## config.mk

```make
export PLATFORM = sky130hd
export DESIGN_NAME = alu_status_stage
export DESIGN_NICKNAME = d
export VERILOG_FILES = /design/src/rtl/alu_status_stage.sv
export SDC_FILE = /design/constraint.sdc
export NUM_CORES = 1
export LEC_CHECK = 0
export CAP_MARGIN = 5
export CORE_MARGIN = 1
export CORE_UTILIZATION = 40
export CTS_CLUSTER_SIZE = 30
export DETAILED_ROUTE_END_ITERATION = 16
export DONT_BUFFER_PORTS = 1
export PLACE_DENSITY = 0.58
export SYNTH_ARGS = -nofsm -noshare
export SYNTH_HDL_FRONTEND = slang
export SYNTH_SLANG_ARGS = --single-unit
export TNS_END_PERCENT = 1
```

## constraint.sdc

```tcl
create_clock -name clk -period 10.7 [get_ports clk]
set_clock_uncertainty 0.1 [all_clocks]
set_input_delay 1.605 -clock clk [delete_from_list [all_inputs] [get_ports clk]]
set_output_delay 1.605 -clock clk [all_outputs]
set_load 0.01 [all_outputs]
```

## src/rtl/alu_status_stage.sv

```systemverilog
// ARM data-processing execute stage: condition check against CPSR NZCV, 16-op ALU,
// and a 1-deep valid/ready result buffer that owns the flag register.
module alu_status_stage #(
  parameter logic [3:0] RESET_FLAGS = 4'b0000
) (
  input  logic        clk,
  input  logic        reset,
  input  logic        in_valid,
  output logic        in_ready,
  input  logic [3:0]  cond,
  input  logic [3:0]  opcode,
  input  logic        s_bit,
  input  logic [31:0] op_a,
  input  logic [31:0] op_b,
  input  logic        shift_cout,
  output logic        out_valid,
  input  logic        out_ready,
  output logic [31:0] result,
  output logic        wr_en,
  output logic        cond_fail,
  output logic [3:0]  flags
);

  localparam int unsigned W = 32;

  typedef enum logic [3:0] {
    OP_AND = 4'h0, OP_EOR = 4'h1, OP_SUB = 4'h2, OP_RSB = 4'h3,
    OP_ADD = 4'h4, OP_ADC = 4'h5, OP_SBC = 4'h6, OP_RSC = 4'h7,
    OP_TST = 4'h8, OP_TEQ = 4'h9, OP_CMP = 4'hA, OP_CMN = 4'hB,
    OP_ORR = 4'hC, OP_MOV = 4'hD, OP_BIC = 4'hE, OP_MVN = 4'hF
  } op_e;

  logic         out_valid_q, out_valid_d;
  logic [W-1:0] result_q, result_d;
  logic         wr_en_q, wr_en_d;
  logic         cond_fail_q, cond_fail_d;
  logic [3:0]   flags_q, flags_d;

  logic         flag_n, flag_z, flag_c, flag_v;
  logic         accept_c;
  logic         cond_pass_c;
  logic         is_test_c;
  logic         is_arith_c;
  logic [W-1:0] add_x_c, add_y_c;
  logic         add_cin_c;
  logic [W:0]   sum_c;
  logic [W-1:0] alu_res_c;
  logic [3:0]   new_flags_c;

  assign {flag_n, flag_z, flag_c, flag_v} = flags_q;
  assign in_ready = !out_valid_q || out_ready;
  assign accept_c = in_valid && in_ready;
  assign is_test_c = (opcode[3:2] == 2'b10);

  // Condition field evaluated against the registered flags.
  always_comb begin
    cond_pass_c = 1'b0;
    case (cond)
      4'h0: cond_pass_c = flag_z;
      4'h1: cond_pass_c = !flag_z;
      4'h2: cond_pass_c = flag_c;
      4'h3: cond_pass_c = !flag_c;
      4'h4: cond_pass_c = flag_n;
      4'h5: cond_pass_c = !flag_n;
      4'h6: cond_pass_c = flag_v;
      4'h7: cond_pass_c = !flag_v;
      4'h8: cond_pass_c = flag_c && !flag_z;
      4'h9: cond_pass_c = !flag_c || flag_z;
      4'hA: cond_pass_c = (flag_n == flag_v);
      4'hB: cond_pass_c = (flag_n != flag_v);
      4'hC: cond_pass_c = !flag_z && (flag_n == flag_v);
      4'hD: cond_pass_c = flag_z || (flag_n != flag_v);
      4'hE: cond_pass_c = 1'b1;
      default: cond_pass_c = 1'b0;
    endcase
  end

  // One shared 33-bit adder; subtracts are x + ~y + cin.
  always_comb begin
    is_arith_c = 1'b1;
    add_x_c    = op_a;
    add_y_c    = op_b;
    add_cin_c  = 1'b0;
    alu_res_c  = '0;
    case (op_e'(opcode))
      OP_SUB, OP_CMP: begin add_y_c = ~op_b; add_cin_c = 1'b1; end
      OP_RSB:         begin add_x_c = op_b; add_y_c = ~op_a; add_cin_c = 1'b1; end
      OP_ADD, OP_CMN: add_cin_c = 1'b0;
      OP_ADC:         add_cin_c = flag_c;
      OP_SBC:         begin add_y_c = ~op_b; add_cin_c = flag_c; end
      OP_RSC:         begin add_x_c = op_b; add_y_c = ~op_a; add_cin_c = flag_c; end
      OP_AND, OP_TST: begin is_arith_c = 1'b0; alu_res_c = op_a & op_b; end
      OP_EOR, OP_TEQ: begin is_arith_c = 1'b0; alu_res_c = op_a ^ op_b; end
      OP_ORR:         begin is_arith_c = 1'b0; alu_res_c = op_a | op_b; end
      OP_MOV:         begin is_arith_c = 1'b0; alu_res_c = op_b; end
      OP_BIC:         begin is_arith_c = 1'b0; alu_res_c = op_a & ~op_b; end
      default:        begin is_arith_c = 1'b0; alu_res_c = ~op_b; end
    endcase
    sum_c = (W+1)'(add_x_c) + (W+1)'(add_y_c) + (W+1)'(add_cin_c);
    if (is_arith_c) begin
      alu_res_c   = sum_c[W-1:0];
      new_flags_c = {sum_c[W-1], (sum_c[W-1:0] == '0), sum_c[W],
                     (add_x_c[W-1] == add_y_c[W-1]) && (sum_c[W-1] != add_x_c[W-1])};
    end else begin
      new_flags_c = {alu_res_c[W-1], (alu_res_c == '0), shift_cout, flag_v};
    end
  end

  // Buffer next-state: accept (possibly with simultaneous drain) or drain.
  always_comb begin
    out_valid_d = out_valid_q;
    result_d    = result_q;
    wr_en_d     = wr_en_q;
    cond_fail_d = cond_fail_q;
    flags_d     = flags_q;
    if (accept_c) begin
      out_valid_d = 1'b1;
      if (cond_pass_c) begin
        result_d    = alu_res_c;
        wr_en_d     = !is_test_c;
        cond_fail_d = 1'b0;
        if (s_bit || is_test_c) begin
          flags_d = new_flags_c;
        end
      end else begin
        result_d    = '0;
        wr_en_d     = 1'b0;
        cond_fail_d = 1'b1;
      end
    end else if (out_ready) begin
      out_valid_d = 1'b0;
    end
  end

  always_ff @(posedge clk or posedge reset) begin
    if (reset) begin
      out_valid_q <= 1'b0;
      result_q    <= '0;
      wr_en_q     <= 1'b0;
      cond_fail_q <= 1'b0;
      flags_q     <= RESET_FLAGS;
    end else begin
      out_valid_q <= out_valid_d;
      result_q    <= result_d;
      wr_en_q     <= wr_en_d;
      cond_fail_q <= cond_fail_d;
      flags_q     <= flags_d;
    end
  end

  assign out_valid = out_valid_q;
  assign result    = result_q;
  assign wr_en     = wr_en_q;
  assign cond_fail = cond_fail_q;
  assign flags     = flags_q;

endmodule
```

==> run_summary.xml <==
<?xml version="1.0" encoding="UTF-8"?>
<metrics>
  <group name="outcome">
    <metric name="outcome" unit="">complete, no violations</metric>
  </group>
  <group name="yosys">
    <metric name="synthCells" unit="">1025</metric>
    <metric name="number_of_enable_flip_flop_cells_after_synthesis" unit="">0</metric>
    <metric name="synth_nets" unit="">1168</metric>
    <metric name="ys.warnings.count" unit="">0</metric>
    <metric name="synth-seq-area-share" unit="%">14.25</metric>
    <metric name="postSynthAreaPerCell" unit="µm²">6.680</metric>
    <metric name="asyncSetResetFlopFracSynth" unit="%">100.0</metric>
    <metric name="synth-seq-cells" unit="">39</metric>
    <metric name="netlist-cell-type-count" unit="">74</metric>
    <metric name="yosys_most_used_dff" unit="">dfrtp_1</metric>
    <metric name="synth_area" unit="µm²">6847</metric>
  </group>
  <group name="drt">
    <metric name="wire_per_inst" unit="µm">20.88</metric>
    <metric name="drtPass1Iterations" unit="">7</metric>
    <metric name="route.vias.total" unit="">7705</metric>
    <metric name="postRouteAntennaNets" unit="">0</metric>
    <metric name="drc" unit="">0</metric>
    <metric name="post_drt_via_cell_ratio" unit="">6.437</metric>
    <metric name="routed_wirelength" unit="µm">24990</metric>
    <metric name="drtIter0Drc" unit="">918</metric>
  </group>
  <group name="final_layout">
    <metric name="syn_to_final_growth" unit="%">4.331</metric>
    <metric name="insertedDiodeCount" unit="">0</metric>
    <metric name="final_layout_size_suffix_gt1_share" unit="%">3.787</metric>
    <metric name="fin_nets" unit="">1119</metric>
    <metric name="num-fill-cells" unit="">1705</metric>
  </group>
  <group name="die">
    <metric name="die_h" unit="µm">132.8</metric>
    <metric name="row_count" unit="">47</metric>
    <metric name="fp.coreArea" unit="µm²">16640</metric>
    <metric name="start_util" unit="%">41.14</metric>
    <metric name="num_io_pins" unit="">118</metric>
    <metric name="fp.dieArea" unit="µm²">17640</metric>
    <metric name="floorplan.die.width" unit="µm">132.8</metric>
  </group>
  <group name="timing">
    <metric name="grt_setup_unrepaired" unit="">false</metric>
    <metric name="final-hold-violation-count" unit="">0</metric>
    <metric name="worstMarginPinSlew" unit="ns">0.9427</metric>
    <metric name="finalSetupViolations" unit="">0</metric>
    <metric name="top_achievable_clock_speed" unit="GHz">0.1656</metric>
    <metric name="layout_worst_path_cycle_share" unit="%">56.45</metric>
    <metric name="max-slew-margin-rel" unit="%">37.16</metric>
    <metric name="tns" unit="ns">0</metric>
    <metric name="period_minus_slack" unit="ns">6.040</metric>
    <metric name="timing.final.max_slew_violations" unit="">0</metric>
  </group>
  <group name="power_and_ir_drop">
    <metric name="clkPwrFrac" unit="%">19.6</metric>
    <metric name="part_of_the_power_in_combinational_logic" unit="%">53.9</metric>
    <metric name="p_switching" unit="mW">0.4072</metric>
    <metric name="sequentialPowerShare" unit="%">26.5</metric>
    <metric name="power" unit="mW">0.8851</metric>
    <metric name="switching_fraction" unit="%">46.00</metric>
    <metric name="ratio_of_total_power_to_cell_area" unit="nW/µm²">123.9</metric>
    <metric name="power.leakage" unit="nW">3.140</metric>
    <metric name="ir_worst_vdd" unit="V">0.0001012</metric>
    <metric name="p_int" unit="mW">0.4780</metric>
  </group>
  <group name="clock_network">
    <metric name="tritoncts" unit="">yes</metric>
    <metric name="clock_sink_count" unit="">39</metric>
    <metric name="clk_transition_reported_paths" unit="ns">0.06</metric>
    <metric name="tritoncts.num_buffers" unit="">5</metric>
    <metric name="worstSkewPairLatency" unit="ns">0.29</metric>
    <metric name="cts_max_path_buffers" unit="">2</metric>
    <metric name="post_cts_resize_count" unit="">0</metric>
    <metric name="cts_max_level" unit="">2</metric>
    <metric name="cts.root.buffer_cell" unit="">clkbuf_16</metric>
    <metric name="post-cts-setup-buffers" unit="">0</metric>
    <metric name="cts.hold.buffers_added" unit="">0</metric>
  </group>
  <group name="worst_setup_path">
    <metric name="r2r_setup_slack" unit="ns">6.38</metric>
    <metric name="path_max_fanout" unit="">97</metric>
    <metric name="critical_path.startpoint_type" unit="">input pin</metric>
    <metric name="reg2regPathDepth" unit="">13</metric>
    <metric name="crit_path_end_kind" unit="">register</metric>
    <metric name="timing.setup.critical_path_class" unit="">in2reg</metric>
    <metric name="worst_ep_required_time" unit="ns">10.82</metric>
    <metric name="critical_path.reg2reg.startpoint" unit="">flags[1]$_DFFE_PP0P_</metric>
    <metric name="critical_path_arrival" unit="ns">6.16</metric>
    <metric name="r2r_end" unit="">flags[2]$_DFFE_PP0P_</metric>
  </group>
  <group name="grt">
    <metric name="grt_pass1_vias" unit="">6843</metric>
    <metric name="grt_antenna_before_repair" unit="">0</metric>
    <metric name="grt_first_pass_wirelength" unit="µm">38990</metric>
    <metric name="groute.usage.overall" unit="%">27.93</metric>
    <metric name="grt_max_degree" unit="">98</metric>
    <metric name="grt_overflow_total" unit="">0</metric>
  </group>
  <group name="worst_hold_path">
    <metric name="worst_hold_path.endpoint" unit="">result[24]$_DFFE_PP0P_</metric>
    <metric name="hp-start" unit="">result[24]$_DFFE_PP0P_</metric>
    <metric name="holdPathStages" unit="">2</metric>
    <metric name="worstHoldPathType" unit="">reg2reg</metric>
  </group>
  <group name="placed_design">
    <metric name="globalplace.congestion" unit="">0.9348</metric>
    <metric name="numPortBuffers" unit="">0</metric>
    <metric name="place.detailed.hpwl" unit="µm">19360</metric>
  </group>
  <group name="run">
    <metric name="max-cap-violations" unit="">0</metric>
  </group>
</metrics>
## per-layer routing
| metal | vias to the layer above | share of wire [%] | track usage, % |
|---|---|---|---|
| met1 | 3582 | 46 | 40.64 |
| met2 | 397 | 42 | 41.88 |
| met4 | 0 | 2.1 | 7.599 |
| met5 | - | 0 | 0 |
| met3 | 38 | 10 | 4.828 |
| li1 | 3688 | - | - |
## metrics by stage
step	util, %	worst slack, ns	instances	hold WS [ns]	cell area [µm²]
5_1_grt	42.92	4.116	1197	0.4820	7143
6_report	42.92	4.660	1197	0.4506	7143
3_3_place_gp	41.88	4.469	1189	0.4410	6969
3_5_place_dp	41.88	4.401	1189	0.4420	6969
2_1_floorplan	-	4.288	1025	0.4070	6847
4_1_cts	42.92	4.674	1197	0.4561	7143
## Yosys cell counts (9+ instances only)
| library cell | n | area (µm²) |
|---|---|---|
| a211oi_1 | 11 | 82.58 |
| a21o_1 | 17 | 127.6 |
| a21oi_1 | 117 | 585.6 |
| a22o_1 | 12 | 105.1 |
| a22oi_1 | 10 | 75.07 |
| clkbuf_1 | 57 | 214.0 |
| dfrtp_1 | 39 | 975.9 |
| ha_1 | 63 | 788.3 |
| inv_1 | 73 | 274.0 |
| nand2_1 | 114 | 427.9 |
| nand2b_1 | 10 | 62.56 |
| nand3_1 | 25 | 125.1 |
| nand4_1 | 13 | 81.33 |
| nor2_1 | 88 | 330.3 |
| nor3_1 | 20 | 100.1 |
| nor4_1 | 9 | 56.30 |
| o211ai_1 | 9 | 67.56 |
| o21ai_0 | 94 | 470.5 |
| o21ai_1 | 36 | 180.2 |
| o32a_1 | 13 | 130.1 |
| o32ai_1 | 17 | 148.9 |
| xnor2_1 | 11 | 96.34 |
| xor2_1 | 11 | 96.34 |
## kinds of logic after synthesis
family          synth area share (%)
mux                            1.060
fa+ha+maj                      12.10
xor+xnor                       2.814
buf+inv                        7.877
flops                          14.25
compound gates                 39.22
simple gates                   22.68
## state kept, by name, indices dropped and copies added, names as in the netlist
register / flops
out_valid: 1
flags: 4
result: 32
cond_fail: 1
wr_en: 1
## final cells by class
class                   count  area [µm²]  share of cell area (%)
clock buffers               6       138.9                   1.944
flip-flops and latches     39       975.9                   13.66
inverters                  75       281.5                   3.941
repair buffers             11       82.58                   1.156
well taps                 220       275.3                   3.854
multi-input cells         844        5354                   74.95
clock inverters             2       35.03                  0.4905
## critical path: stages
cell,delay [ns]
inv_1,0.12
nand3_4,0.70
nand2_1,0.29
o21ai_0,0.15
fa_1,0.47
fa_1,0.51
a211oi_1,0.44
o21ai_2,0.16
a221oi_2,0.35
nor4b_1,0.12
or4_1,0.43
a211o_1,0.32
nor4_2,0.23
nand4_1,0.13
o21ai_1,0.12
## layout by cell type, fill, tap and decap left out, types with 5 or more instances in the layout
master,instances
a211o_1,5
dfrtp_1,39
a22oi_1,10
a31oi_1,6
nand3_1,24
a21oi_1,117
inv_1,73
nor4_1,9
and3_1,8
nand2b_1,10
nand3b_1,6
nand4_1,13
nor3_1,19
mux2i_1,5
or3_1,6
o32ai_1,17
a21o_1,17
o32a_1,13
a211oi_1,11
ha_1,63
xnor2_1,11
nor2_1,88
o211ai_1,9
o21ai_0,94
a22o_1,12
buf_4,11
o21bai_1,6
o21ai_1,36
and2_1,7
xor2_1,11
o31ai_1,8
clkbuf_16,5
nand2_1,114
nor2b_1,8
## power by group through the flow
stage          clock, mW  combinational [mW]  sequential (mW)
4_1_cts            0.174               0.466            0.236
2_1_floorplan          0               0.359            0.223
3_3_place_gp           0               0.463            0.237
5_1_grt            0.179               0.528            0.241
3_5_place_dp           0               0.463            0.238
6_report           0.173               0.477            0.235
## worst max path at each step
stage | startpoint | end | slack (ns) | cells past startpoint
after global placement | opcode[3] | flags[2]$_DFFE_PP0P_ | 4.47 | 15
after floorplan | opcode[0] | flags[2]$_DFFE_PP0P_ | 4.29 | 20
after global routing | opcode[3] | flags[2]$_DFFE_PP0P_ | 4.12 | 15
after CTS | opcode[3] | flags[2]$_DFFE_PP0P_ | 4.67 | 15
final | opcode[3] | flags[2]$_DFFE_PP0P_ | 4.66 | 15
after detailed placement | opcode[3] | flags[2]$_DFFE_PP0P_ | 4.40 | 15
Power figures use the tool's default switching activity.
